[src/rtl/tbl_stream_ctrl_if.sv]
// rtl/tbl_stream_ctrl_if.sv - host/consumer bundle for tbl_stream_ctrl; loop signal exists only with TBL_STREAM_LOOP_EN
interface tbl_stream_ctrl_if #(
  parameter int DW    = 8,
  parameter int DEPTH = 16,
  parameter int AW    = $clog2(DEPTH)
);
  logic          wr_en;
  logic [AW-1:0] wr_addr;
  logic [DW-1:0] wr_data;
  logic          start;
  logic [AW:0]   len;
  logic          s_wait;
`ifdef TBL_STREAM_LOOP_EN
  logic          loop;
`endif
  logic          out_valid;
  logic [DW-1:0] out_data;
  logic [AW-1:0] out_idx;
  logic          busy;
  logic          done;

  modport master (
    output wr_en, wr_addr, wr_data, start, len, s_wait,
`ifdef TBL_STREAM_LOOP_EN
    output loop,
`endif
    input  out_valid, out_data, out_idx, busy, done
  );

  modport slave (
    input  wr_en, wr_addr, wr_data, start, len, s_wait,
`ifdef TBL_STREAM_LOOP_EN
    input  loop,
`endif
    output out_valid, out_data, out_idx, busy, done
  );
endinterface

[src/rtl/tbl_stream_ctrl.sv]
// rtl/tbl_stream_ctrl.sv - table-driven stream sequencer; optional wrap-around streaming under TBL_STREAM_LOOP_EN
module tbl_stream_ctrl #(
  parameter int DW    = 8,
  parameter int DEPTH = 16,
  parameter int AW    = $clog2(DEPTH)
) (
  input  logic              clk,
  input  logic              rstn,
  input  logic              enable,
  tbl_stream_ctrl_if.slave  bus
);
  typedef enum logic [1:0] {ST_IDLE, ST_SEND, ST_DONE} state_t;

  state_t        state, state_d;
  logic [DW-1:0] mem [DEPTH];
  logic [AW-1:0] idx, idx_d, last, last_d, idx_inc;
  logic [DW-1:0] data, data_d;
  logic          valid, valid_d, busy_r, busy_d, done_r, done_d;
  logic          tbl_we, xfer, loop_now;
  logic [AW:0]   len_m1;

  assign tbl_we  = bus.wr_en && (state != ST_SEND);
  assign xfer    = valid && !bus.s_wait;
  assign idx_inc = idx + AW'(1);
  assign len_m1  = bus.len - (AW+1)'(1);
`ifdef TBL_STREAM_LOOP_EN
  assign loop_now = bus.loop;
`else
  assign loop_now = 1'b0;
`endif

  assign bus.out_valid = valid;
  assign bus.out_data  = data;
  assign bus.out_idx   = idx;
  assign bus.busy      = busy_r;
  assign bus.done      = done_r;

  always_comb begin
    state_d = state;
    idx_d   = idx;
    last_d  = last;
    data_d  = data;
    valid_d = valid;
    busy_d  = busy_r;
    done_d  = 1'b0;
    case (state)
      ST_IDLE: begin
        if (bus.start) begin
          if (bus.len == '0) begin
            state_d = ST_DONE;
            done_d  = 1'b1;
          end else begin
            state_d = ST_SEND;
            idx_d   = '0;
            last_d  = (bus.len > (AW+1)'(DEPTH)) ? {AW{1'b1}} : len_m1[AW-1:0];
            valid_d = 1'b1;
            busy_d  = 1'b1;
            // A write landing on the same edge must be visible to the first beat.
            data_d  = (tbl_we && bus.wr_addr == '0) ? bus.wr_data : mem[0];
          end
        end
      end
      ST_SEND: begin
        if (xfer) begin
          if (idx != last) begin
            idx_d  = idx_inc;
            data_d = mem[idx_inc];
          end else if (loop_now) begin
            idx_d  = '0;
            data_d = mem[0];
          end else begin
            state_d = ST_DONE;
            valid_d = 1'b0;
            busy_d  = 1'b0;
            done_d  = 1'b1;
          end
        end
      end
      ST_DONE: state_d = ST_IDLE;
      default: state_d = ST_IDLE;
    endcase
  end

  always_ff @(posedge clk) begin
    if (!rstn) begin
      state  <= ST_IDLE;
      idx    <= '0;
      last   <= '0;
      data   <= '0;
      valid  <= 1'b0;
      busy_r <= 1'b0;
      done_r <= 1'b0;
    end else if (enable) begin
      state  <= state_d;
      idx    <= idx_d;
      last   <= last_d;
      data   <= data_d;
      valid  <= valid_d;
      busy_r <= busy_d;
      done_r <= done_d;
    end
  end

  // Table storage is deliberately outside reset so its contents survive it.
  always_ff @(posedge clk) begin
    if (rstn && enable && tbl_we)
      mem[bus.wr_addr] <= bus.wr_data;
  end
endmodule

[src/flat_wrapper.sv]
// flat-port wrapper written by rule: the top's interface ports become plain ports
module tbl_stream_ctrl_flat 
#(
  parameter int DW    = 8,
  parameter int DEPTH = 16,
  parameter int AW    = $clog2(DEPTH)
)
  (clk, rstn, enable, bus_wr_en, bus_wr_addr, bus_wr_data, bus_start, bus_len, bus_s_wait, bus_out_valid, bus_out_data, bus_out_idx, bus_busy, bus_done);
  tbl_stream_ctrl_if #(.DW(DW), .DEPTH(DEPTH), .AW(AW)) bus_i ();
  input  logic clk;
  input  logic rstn;
  input  logic enable;
  input wire logic [$bits(bus_i.wr_en)-1:0] bus_wr_en;
  input wire logic [$bits(bus_i.wr_addr)-1:0] bus_wr_addr;
  input wire logic [$bits(bus_i.wr_data)-1:0] bus_wr_data;
  input wire logic [$bits(bus_i.start)-1:0] bus_start;
  input wire logic [$bits(bus_i.len)-1:0] bus_len;
  input wire logic [$bits(bus_i.s_wait)-1:0] bus_s_wait;
  output wire logic [$bits(bus_i.out_valid)-1:0] bus_out_valid;
  output wire logic [$bits(bus_i.out_data)-1:0] bus_out_data;
  output wire logic [$bits(bus_i.out_idx)-1:0] bus_out_idx;
  output wire logic [$bits(bus_i.busy)-1:0] bus_busy;
  output wire logic [$bits(bus_i.done)-1:0] bus_done;
  assign bus_i.wr_en = bus_wr_en;
  assign bus_i.wr_addr = bus_wr_addr;
  assign bus_i.wr_data = bus_wr_data;
  assign bus_i.start = bus_start;
  assign bus_i.len = bus_len;
  assign bus_i.s_wait = bus_s_wait;
  assign bus_out_valid = bus_i.out_valid;
  assign bus_out_data = bus_i.out_data;
  assign bus_out_idx = bus_i.out_idx;
  assign bus_busy = bus_i.busy;
  assign bus_done = bus_i.done;
  tbl_stream_ctrl #(.DW(DW), .DEPTH(DEPTH), .AW(AW)) u_core (.clk(clk), .rstn(rstn), .enable(enable), .bus(bus_i));
endmodule
[config.mk]
export PLATFORM = sky130hd
export DESIGN_NAME = tbl_stream_ctrl_flat
export DESIGN_NICKNAME = d
export VERILOG_FILES = /design/src/rtl/tbl_stream_ctrl_if.sv /design/src/rtl/tbl_stream_ctrl.sv /design/src/flat_wrapper.sv
export SDC_FILE = /design/constraint.sdc
export NUM_CORES = 1
export LEC_CHECK = 0
export BUFFER_PORTS_ARGS = -buffer_cell sky130_fd_sc_hd__buf_2
export CORE_UTILIZATION = 35
export DETAILED_ROUTE_END_ITERATION = 8
export PLACE_DENSITY_LB_ADDON = 0.3
export SKIP_CTS_REPAIR_TIMING = 1
export SKIP_LAST_GASP = 1
export SLEW_MARGIN = 15
export SYNTH_ARGS = -nofsm -noshare
export SYNTH_HDL_FRONTEND = slang
export SYNTH_SLANG_ARGS = --single-unit
[constraint.sdc]
create_clock -name clk -period 2.3 [get_ports clk]
set_input_delay 0.46 -clock clk [delete_from_list [all_inputs] [get_ports clk]]
set_output_delay 0.46 -clock clk [all_outputs]
set_load 0.01 [all_outputs]
==> reports/results.ini <==
[critical_path]
reg2reg_slack_ns=0.15
worstPathRequired_ns=2.62
critical_path_class=reg -> reg
cp.arrival_ns=2.46
cp_max_fo=16
setup.worst_path.start_class=flop
cp-end-kind=flop

[floorplanning]
fp.dieH_um=135
core_mm2=0.0173
dieArea_mm2=0.0183
start_util=0.359
io_pins=38
std_cell_rows=48
die_x_um=135

[placed_design]
numPlacedInstances=666
io_buffers=37
hpwl_um=9890
gp_congestion=0.857

[clock_network]
cts_tree=built
clock_path_buffers=2
clk_latency_ns=0.42
numCtsBuffers=17
path_clk_slew_ns=0.06
clock_sinks=148
h-tree-depth=4
cts-root-buf=clkbuf_16

[route]
drc=0
finalWirelength_um=14500
dr.pass1.iters=4
avgRoutedWirePerCell_um=20.8
ant_nets=0
vias=3736
drt_iter0_markers=267
vias_per_cell=5.35

[power]
p_int_w=0.00476
switching_share=0.212
netSwitchingPower_w=0.00128
clkPwrFrac=0.464
p_comb_frac=0.047
pwr-share-seq=0.489
peakVddDrop_v=0.000453
p_total_w=0.00604
p_leak_nw=2.51
p_per_area_mw_per_mm2=810

[global_route]
grt_pass1_vias=3777
grt_pass1_wl_um=22200
grt_max_degree=37
grt_use_total=0.171
antenna_found_initial=0
grt_overflow=0

[synth]
synth_cell_types=44
synth-async-reset-ratio=0
ys_seq_area_frac=0.683
avgSynthCellArea_um2=15.9
netlist_instances=391
synth_top_area_share=0.619
syn_area_mm2=0.00621
ys_seq_elements=148
synthFlopType=edfxtp_1
syn_nets=417
synth.area.top_cells=edfxtp_1, mux4_2, dfxtp_1
ys_warn_count=0
synth-edff-count=128
synth_area_leader_cell=edfxtp_1

[finish]
final_nets=486
final_util=0.431
final_layout_size_suffix_gt1_frac=0.271
syn_to_final_growth_pct=20.0
antenna_cells=0
final_cell_mix=edfxtp_1, buf_2, buf_4, mux2i_1, nor2_1
finalNonFillerCells=698
final_common_cell=edfxtp_1

[sta]
grt_setup_unrepaired=false
min_period_over_period=0.933
skew_ns=0.00593
period_needed_ns=2.15
worst_pin_slew_ns=0.629
setup_viol=0
slew_headroom=0.579
hold_violations=0
fmax_mhz=466
fin_tns_setup_ns=0
maxSlewViolCount=0
whs_ns=0.266

[min_path]
hp-class=in -> reg

[run]
maxCapViolCount=0

[outcome]
outcome=completed

layer usage:
| layer | global-route usage | routed length, um | vias to the layer above |
|---|---|---|---|
| li1 | - | - | 1700 |
| met1 | 0.238 | 6790 | 1910 |
| met2 | 0.263 | 6820 | 109 |
| met3 | 0.0303 | 674 | 17 |
| met4 | 0.0724 | 239 | 0 |
| met5 | 0 | 0 | - |
synthesized netlist by cell type (8+ instances only):
cell type,instances
clkbuf_1,9
a2111oi_0,8
dfxtp_1,20
edfxtp_1,128
mux4_2,18
nand2b_1,9
a32o_1,8
nor2_1,25
nand2_1,23
a21oi_1,14
mux2i_1,30
logic make-up after synthesis:
logic type	Yosys count	share of synthesized area
compound gates	70	0.0866
xor+xnor	10	0.0183
fa+ha+maj	3	0.00604
buf+inv	27	0.0250
flops	148	0.683
mux	48	0.114
simple gates	85	0.0675
state kept, by name, summed over array words and instances, names as in the netlist:
signal and cells:
u_core.mem 128, u_core.bus.out_data 8, u_core.bus.out_idx 4, u_core.last 4, u_core.state 2, u_core.bus.done 1, u_core.bus.out_valid 1
cell type report:
type | instances | area [um2]
clock buffers | 17 | 425
clock inverters | 15 | 183
fillers | 1590 | 9840
inverters | 5 | 18.8
multi-input cells | 216 | 1820
flip-flops and latches | 148 | 4250
well taps | 225 | 282
repair buffers | 72 | 485
critical path: stages (launching register included):
cell	delay (ns)
dfxtp_2	0.33
ha_1	0.23
xor2_1	0.15
buf_4	0.20
a2111oi_1	0.42
a31oi_1	0.19
a211o_1	0.31
a32o_1	0.19
stage by stage:
step	worst slack [ns]	instance area (um2)
final	0.154	7460
after global routing	0.0124	7460
after CTS	0.115	7450
after detailed placement	0.0218	6850
after global placement	0.100	6850
after floorplan	0.157	6210
power by group through the flow:
stage                     Sequential [W]  Combinational [W]  Clock (W)
final                            0.00296           0.000284    0.00280
after global routing             0.00296           0.000309    0.00295
after CTS                        0.00296           0.000286    0.00285
after detailed placement         0.00301           0.000285          0
after global placement           0.00301           0.000278          0
after floorplan                  0.00301           0.000147          0
worst paths after layout:
check / cells after the start / endpoint / startpoint
min: 2 / u_core.last[0]$_SDFFE_PN0P_ / bus_len[0]
min reg2reg: 2 / u_core.bus.done$_SDFFE_PN0P_ / u_core.bus.done$_SDFFE_PN0P_
max: 7 / u_core.bus.out_data[3]$_SDFFE_PN0P_ / u_core.bus.out_idx[0]$_SDFFE_PN0P_
max reg2reg: 7 / u_core.bus.out_data[3]$_SDFFE_PN0P_ / u_core.bus.out_idx[0]$_SDFFE_PN0P_
No activity file was read; power rests on OpenSTA's default activity.
